`config.mk`:
```
export PLATFORM = sky130hd
export DESIGN_NAME = dfi_init_seq
export DESIGN_NICKNAME = d
export VERILOG_FILES = /design/src/rtl/dfi_init_seq.sv
export SDC_FILE = /design/constraint.sdc
export NUM_CORES = 1
export LEC_CHECK = 0
export CORE_UTILIZATION = 50
export CTS_CLUSTER_SIZE = 24
export DETAILED_ROUTE_END_ITERATION = 10
export PLACE_DENSITY = 0.83
export SYNTH_ARGS = -nofsm -noshare
export SYNTH_HDL_FRONTEND = slang
export SYNTH_SLANG_ARGS = --single-unit
export TNS_END_PERCENT = 10
```
`constraint.sdc`:
```
create_clock -name clk_i -period 1.5 [get_ports clk_i]
set_input_delay 0.3 -clock clk_i [delete_from_list [all_inputs] [get_ports clk_i]]
set_output_delay 0.3 -clock clk_i [all_outputs]
set_load 0.03 [all_outputs]
```
`src/rtl/dfi_init_seq.sv`:
```
// -----------------------------------------------------------------------------
// dfi_init_seq
//
// Sequences the DFI initialization handshake between the memory controller and
// the PHY. A software request (init_req_i) starts a sequence: after an idle
// settle period the block raises dfi_init_start_o and waits for the PHY to
// acknowledge (dfi_init_complete_i seen low) and then complete (seen high).
// Each attempt is bounded by a timeout. A timed-out attempt is retried after
// a back-off period, up to MAX_RETRIES times, before the sequence gives up.
//
// Parameters
//   TIMEOUT_W       width of the per-attempt timeout counter
//   TIMEOUT_CYCLES  maximum cycles spent in START per attempt (1..2^TIMEOUT_W-1)
//   SETTLE_CYCLES   idle cycles before each assertion of dfi_init_start_o (>=1)
//   MAX_RETRIES     retries after the first failed attempt
//   RETRY_W         width of retry_cnt_o (must hold MAX_RETRIES)
//
// Ports
//   clk_i                in   clock
//   rst_i                in   synchronous reset, active-high
//   init_req_i           in   level request; honoured in IDLE, DONE and FAIL
//   dfi_init_complete_i  in   PHY init complete
//   dfi_init_start_o     out  init start to PHY
//   init_busy_o          out  sequence in progress (SETTLE, START, BACKOFF)
//   init_done_o          out  init completed and PHY still reports complete
//   init_fail_o          out  every attempt timed out; held until next request
//   retry_cnt_o          out  retries used in the current/last sequence
//
// All outputs are registered and change on the same edge that samples the
// inputs causing the change.
// -----------------------------------------------------------------------------
module dfi_init_seq #(
  parameter int TIMEOUT_W      = 16,
  parameter int TIMEOUT_CYCLES = 1000,
  parameter int SETTLE_CYCLES  = 4,
  parameter int MAX_RETRIES    = 2,
  parameter int RETRY_W        = 2
) (
  input  logic               clk_i,
  input  logic               rst_i,
  input  logic               init_req_i,
  input  logic               dfi_init_complete_i,
  output logic               dfi_init_start_o,
  output logic               init_busy_o,
  output logic               init_done_o,
  output logic               init_fail_o,
  output logic [RETRY_W-1:0] retry_cnt_o
);

  localparam logic [2:0] ST_IDLE    = 3'd0;
  localparam logic [2:0] ST_SETTLE  = 3'd1;
  localparam logic [2:0] ST_START   = 3'd2;
  localparam logic [2:0] ST_BACKOFF = 3'd3;
  localparam logic [2:0] ST_DONE    = 3'd4;
  localparam logic [2:0] ST_FAIL    = 3'd5;

  localparam int SETTLE_W = $clog2(SETTLE_CYCLES + 1);

  localparam logic [SETTLE_W-1:0]  SETTLE_LAST  = SETTLE_W'(SETTLE_CYCLES - 1);
  localparam logic [TIMEOUT_W-1:0] TIMEOUT_LAST = TIMEOUT_W'(TIMEOUT_CYCLES - 1);
  localparam logic [RETRY_W-1:0]   RETRY_MAX    = RETRY_W'(MAX_RETRIES);

  logic [2:0]           state;
  logic [2:0]           state_nxt;
  logic [SETTLE_W-1:0]  settle_cnt;
  logic [TIMEOUT_W-1:0] timeout_cnt;
  logic                 ack_seen;

  logic                 settle_clr;
  logic                 retry_clr;
  logic                 retry_inc;
  logic                 start_entry;
  logic                 success;
  logic                 expiry;
  logic                 in_wait;

  // SETTLE and BACKOFF are the same idle wait; they differ only in what
  // happens to the retry count on the way in.
  assign in_wait = (state == ST_SETTLE) || (state == ST_BACKOFF);

  // A complete level only counts once the PHY has dropped it during this
  // attempt, so a level left over from a previous sequence is ignored.
  assign success = dfi_init_complete_i && ack_seen;
  assign expiry  = (timeout_cnt == TIMEOUT_LAST);

  assign start_entry = (state_nxt == ST_START) && (state != ST_START);

  // NOTE: every variable driven here gets a default first, so no branch can
  // leave one unassigned and infer a latch.
  always_comb begin
    state_nxt  = state;
    settle_clr = 1'b0;
    retry_clr  = 1'b0;
    retry_inc  = 1'b0;
    case (state)
      ST_IDLE: begin
        if (init_req_i) begin
          state_nxt  = ST_SETTLE;
          settle_clr = 1'b1;
          retry_clr  = 1'b1;
        end
      end
      ST_SETTLE, ST_BACKOFF: begin
        if (settle_cnt == SETTLE_LAST) begin
          state_nxt = ST_START;
        end
      end
      ST_START: begin
        // Success is tested first so it wins a tie with expiry.
        if (success) begin
          state_nxt = ST_DONE;
        end else if (expiry) begin
          if (retry_cnt_o < RETRY_MAX) begin
            state_nxt  = ST_BACKOFF;
            settle_clr = 1'b1;
            retry_inc  = 1'b1;
          end else begin
            state_nxt = ST_FAIL;
          end
        end
      end
      ST_DONE: begin
        // A fresh request takes priority over reporting a lost init.
        if (init_req_i) begin
          state_nxt  = ST_SETTLE;
          settle_clr = 1'b1;
          retry_clr  = 1'b1;
        end else if (!dfi_init_complete_i) begin
          state_nxt = ST_IDLE;
        end
      end
      ST_FAIL: begin
        if (init_req_i) begin
          state_nxt  = ST_SETTLE;
          settle_clr = 1'b1;
          retry_clr  = 1'b1;
        end
      end
      default: begin
        state_nxt = ST_IDLE;
      end
    endcase
  end

  // NOTE: sequential state uses non-blocking assignments so every register
  // updates from the values present before the edge.
  always_ff @(posedge clk_i) begin
    if (rst_i) begin
      state            <= ST_IDLE;
      settle_cnt       <= '0;
      timeout_cnt      <= '0;
      ack_seen         <= 1'b0;
      retry_cnt_o      <= '0;
      dfi_init_start_o <= 1'b0;
      init_busy_o      <= 1'b0;
      init_done_o      <= 1'b0;
      init_fail_o      <= 1'b0;
    end else begin
      state <= state_nxt;

      // Wait counter: cleared on entry, saturates at its terminal value.
      if (settle_clr) begin
        settle_cnt <= '0;
      end else if (in_wait && (settle_cnt < SETTLE_LAST)) begin
        settle_cnt <= settle_cnt + SETTLE_W'(1);
      end

      // Timeout counter and acknowledge flag restart with every attempt.
      if (start_entry) begin
        timeout_cnt <= '0;
        ack_seen    <= 1'b0;
      end else if (state == ST_START) begin
        if (timeout_cnt < TIMEOUT_LAST) begin
          timeout_cnt <= timeout_cnt + TIMEOUT_W'(1);
        end
        if (!dfi_init_complete_i) begin
          ack_seen <= 1'b1;
        end
      end

      // Retry count holds its last value until the next request.
      if (retry_clr) begin
        retry_cnt_o <= '0;
      end else if (retry_inc && (retry_cnt_o < RETRY_MAX)) begin
        retry_cnt_o <= retry_cnt_o + RETRY_W'(1);
      end

      // Outputs decode the next state so they change on the deciding edge.
      dfi_init_start_o <= (state_nxt == ST_START);
      init_busy_o      <= (state_nxt == ST_SETTLE) || (state_nxt == ST_START) ||
                          (state_nxt == ST_BACKOFF);
      init_done_o      <= (state_nxt == ST_DONE);
      init_fail_o      <= (state_nxt == ST_FAIL);
    end
  end

endmodule

```
==> impl_metrics.env <==
export IMPL_num_vias=1272
export IMPL_grt_util_all_layers=0.272
export IMPL_core_area_mm2=0.00248
export IMPL_endpoint_kind="register"
export IMPL_grt_busiest_layer="met2"
export IMPL_synth_cell_types=44
export IMPL_critPathArrivalTime_ps=2000
export IMPL_crit_required_ps=1760
export IMPL_netlist_area_mm2=0.00131
export IMPL_postSynthAreaPerCell_um2=9.25
export IMPL_vdd_drop_max_v=0.000759
export IMPL_async_reset_ff_frac=0
export IMPL_routed_via_density=5.83
export IMPL_critPathBufInv=0
export IMPL_avgRoutedWirePerCell_um=15.5
export IMPL_cp_num_cells=5
export IMPL_fillCellCount=170
export IMPL_antenna_found_initial=0
export IMPL_post_route_drc_count=0
export IMPL_hold_viol=0
export IMPL_synth_top_cell_area_share=0.442
export IMPL_fp_dieH_um=53.3
export IMPL_hpwl_um=2260
export IMPL_die_x_um=53.3
export IMPL_fin_cells=218
export IMPL_cts_buffer_depth=2
export IMPL_use_met3=0.115
export IMPL_worstReg2RegStart="timeout_cnt[0]"
export IMPL_pin_count=10
export IMPL_ys_warn_count=0
export IMPL_io_buffers=9
export IMPL_worstSetupStartpointType="register"
export IMPL_grt_max_degree=10
export IMPL_worst_pin_slew_ps=473
export IMPL_area_growth_pct=45.3
export IMPL_use_met2=0.479
export IMPL_insertion_delay_ps=330
export IMPL_cts_tree="built"
export IMPL_min_period_over_period=1.16
export IMPL_cp_top_family="simple AND/OR/NAND/NOR gates"
export IMPL_p_leak_uw=0.000724
export IMPL_r2r_end="timeout_cnt[2]"
export IMPL_place_gp_congestion=0.812
export IMPL_rsz0062_at_grt="true"
export IMPL_hold_path_class="reg -> reg"
export IMPL_finalSetupTns_ps=-1330
export IMPL_critPathMaxStageDelay_ps=520
export IMPL_drive_gt1_frac=0.431
export IMPL_fp_dieArea_mm2=0.00284
export IMPL_crit_chain="ha_4 -> and2_4 -> o311a_4 -> or4_4 -> a21oi_4"
export IMPL_clk_pin_slew_ps=90
export IMPL_syn_nets=149
export IMPL_nets=194
export IMPL_slew_headroom=0.682
export IMPL_post_route_min_period_ps=1740
export IMPL_setup_viol_count_final=13
export IMPL_wirelength_um=3380
export IMPL_failed_checks="negative setup slack"
export IMPL_p_total_uw=1420
export IMPL_synth_top_flop_cell="dfxtp_1"
export IMPL_critPathKind="reg -> reg"
export IMPL_crit_start="timeout_cnt[0]"
export IMPL_ys_top_cells_by_area="dfxtp_1 44%, a21oi_1 5.3%, nor2_1 4.0%"
export IMPL_synth_edf_count=0
export IMPL_ys_top_cells_by_count="29 x dfxtp_1, 14 x a21oi_1, 14 x nor2_1, 7 x and2_1, 7 x o21ai_0"
export IMPL_grt_pass1_vias=1203
export IMPL_post_synth_top_area_cell="dfxtp_1"
export IMPL_grt_overflow_total=0
export IMPL_grt_pass1_wl_um=5250
export IMPL_setup_ws_ps=-239
export IMPL_cts_root_buffer="clkbuf_4"
export IMPL_p_per_area_mw_per_mm2=741
export IMPL_dp_cells=206
export IMPL_clkSinkCount=29
export IMPL_netlist_instances=142
export IMPL_synth_seq_cells=29
export IMPL_fin_skew_ps=9.25
export IMPL_r2r_cells=5
export IMPL_slew_violations=0
export IMPL_htreeDepth=2
export IMPL_antennaDiodeCount=0
export IMPL_fmax_mhz=575
export IMPL_drv_cap=0
export IMPL_setup_worst_path_end="timeout_cnt[2]"
export IMPL_critPathMaxFanout=5
export IMPL_core_rowCount=18
export IMPL_met1_usage=0.275
export IMPL_start_util=0.530
export IMPL_ff2ff_setup_slack_ps=-240
export IMPL_cts_inserted_buffers=5
export IMPL_firstDrtPassIters=4
export IMPL_status="finished with violations"
export IMPL_seq_area_frac_synth=0.442
export IMPL_final_antenna_net_count=0
export IMPL_drt_initial_drc_count=45
export IMPL_yosysMostFrequentCell="dfxtp_1"
export IMPL_crit_slowest_cell="or4_4"
[per-layer routing]
metal,vias up,part of all wire
met2,34,0.51
met5,-,0
li1,625,-
met4,0,0.024
met3,11,0.042
met1,602,0.42
[registers in the layout (all words and copies together), names as in the netlist]
register	flops
retry_cnt_o	2
init_busy_o	1
timeout_cnt	16
init_done_o	1
settle_cnt	3
dfi_init_start_o	1
state	3
init_fail_o	1
ack_seen	1
[area by class of cell]
cell class / instances / area [um^2] / share of cell area
tap: 30 / 37.5 / 0.0197
timing repair buffer: 41 / 332 / 0.174
multi-input combinational: 106 / 865 / 0.453
sequential: 29 / 591 / 0.309
clock buffer: 7 / 65.1 / 0.0341
clock inverter: 1 / 5.00 / 0.00262
inverter: 4 / 15.0 / 0.00786
[worst min-delay path by stage]
| stage | endpoint | startpoint | cells past startpoint |
|---|---|---|---|
| finish | timeout_cnt[12] | timeout_cnt[12] | 1 |
| CTS | timeout_cnt[12] | timeout_cnt[12] | 1 |
| global placement | retry_cnt_o[0] | retry_cnt_o[0] | 2 |
| detailed placement | ack_seen | ack_seen | 2 |
| global route | timeout_cnt[12] | timeout_cnt[12] | 1 |
| floorplan | ack_seen | ack_seen | 2 |
[repair_timing]
action	4_1_cts	5_1_grt
pin swaps	10	2
buffers inserted	4	0
setup endpoints to repair	27	28
gates resized for setup	27	19
hold buffers	0	0
[layout by cell type (no fill, tap or decap), types with 3 or more instances in the layout]
cell type / instances
a21oi_1: 8
a21oi_2: 5
and2_1: 6
buf_4: 30
clkbuf_4: 5
clkdlybuf4s50_1: 3
dfxtp_1: 21
dfxtp_2: 8
dlygate4sd2_1: 5
inv_1: 4
nand2_1: 5
nand3_1: 3
nor2_1: 12
o21ai_0: 5
o31ai_1: 5
or3_1: 3
[per-stage QoR]
| step | instance area (um^2) | hold slack [ps] | utilization | setup WS (ps) |
|---|---|---|---|---|
| after floorplan | 1330 | 462 | - | -146 |
| after global placement | 1660 | 477 | 0.669 | -224 |
| after detailed placement | 1660 | 499 | 0.669 | -319 |
| after CTS | 1830 | 506 | 0.739 | -227 |
| after global routing | 1910 | 521 | 0.771 | -274 |
| final | 1910 | 501 | 0.771 | -239 |
[logic make-up (layout without fill, tap and decap cells)]
| family | count (synthesis) | count (layout) | synth area share |
|---|---|---|---|
| flops | 29 | 29 | 0.442 |
| simple gates | 62 | 62 | 0.306 |
| fa+ha+maj | 3 | 3 | 0.0286 |
| compound gates | 39 | 39 | 0.188 |
| buf+inv | 7 | 53 | 0.0200 |
| mux | 2 | 2 | 0.0162 |
[power by group]
| part | total [uW] | internal, uW | switching [uW] |
|---|---|---|---|
| sequential | 781 | 777 | 4.31 |
| combinational | 93.8 | 45.3 | 48.5 |
| clock | 540 | 271 | 269 |
Power figures use the tool's default switching activity.
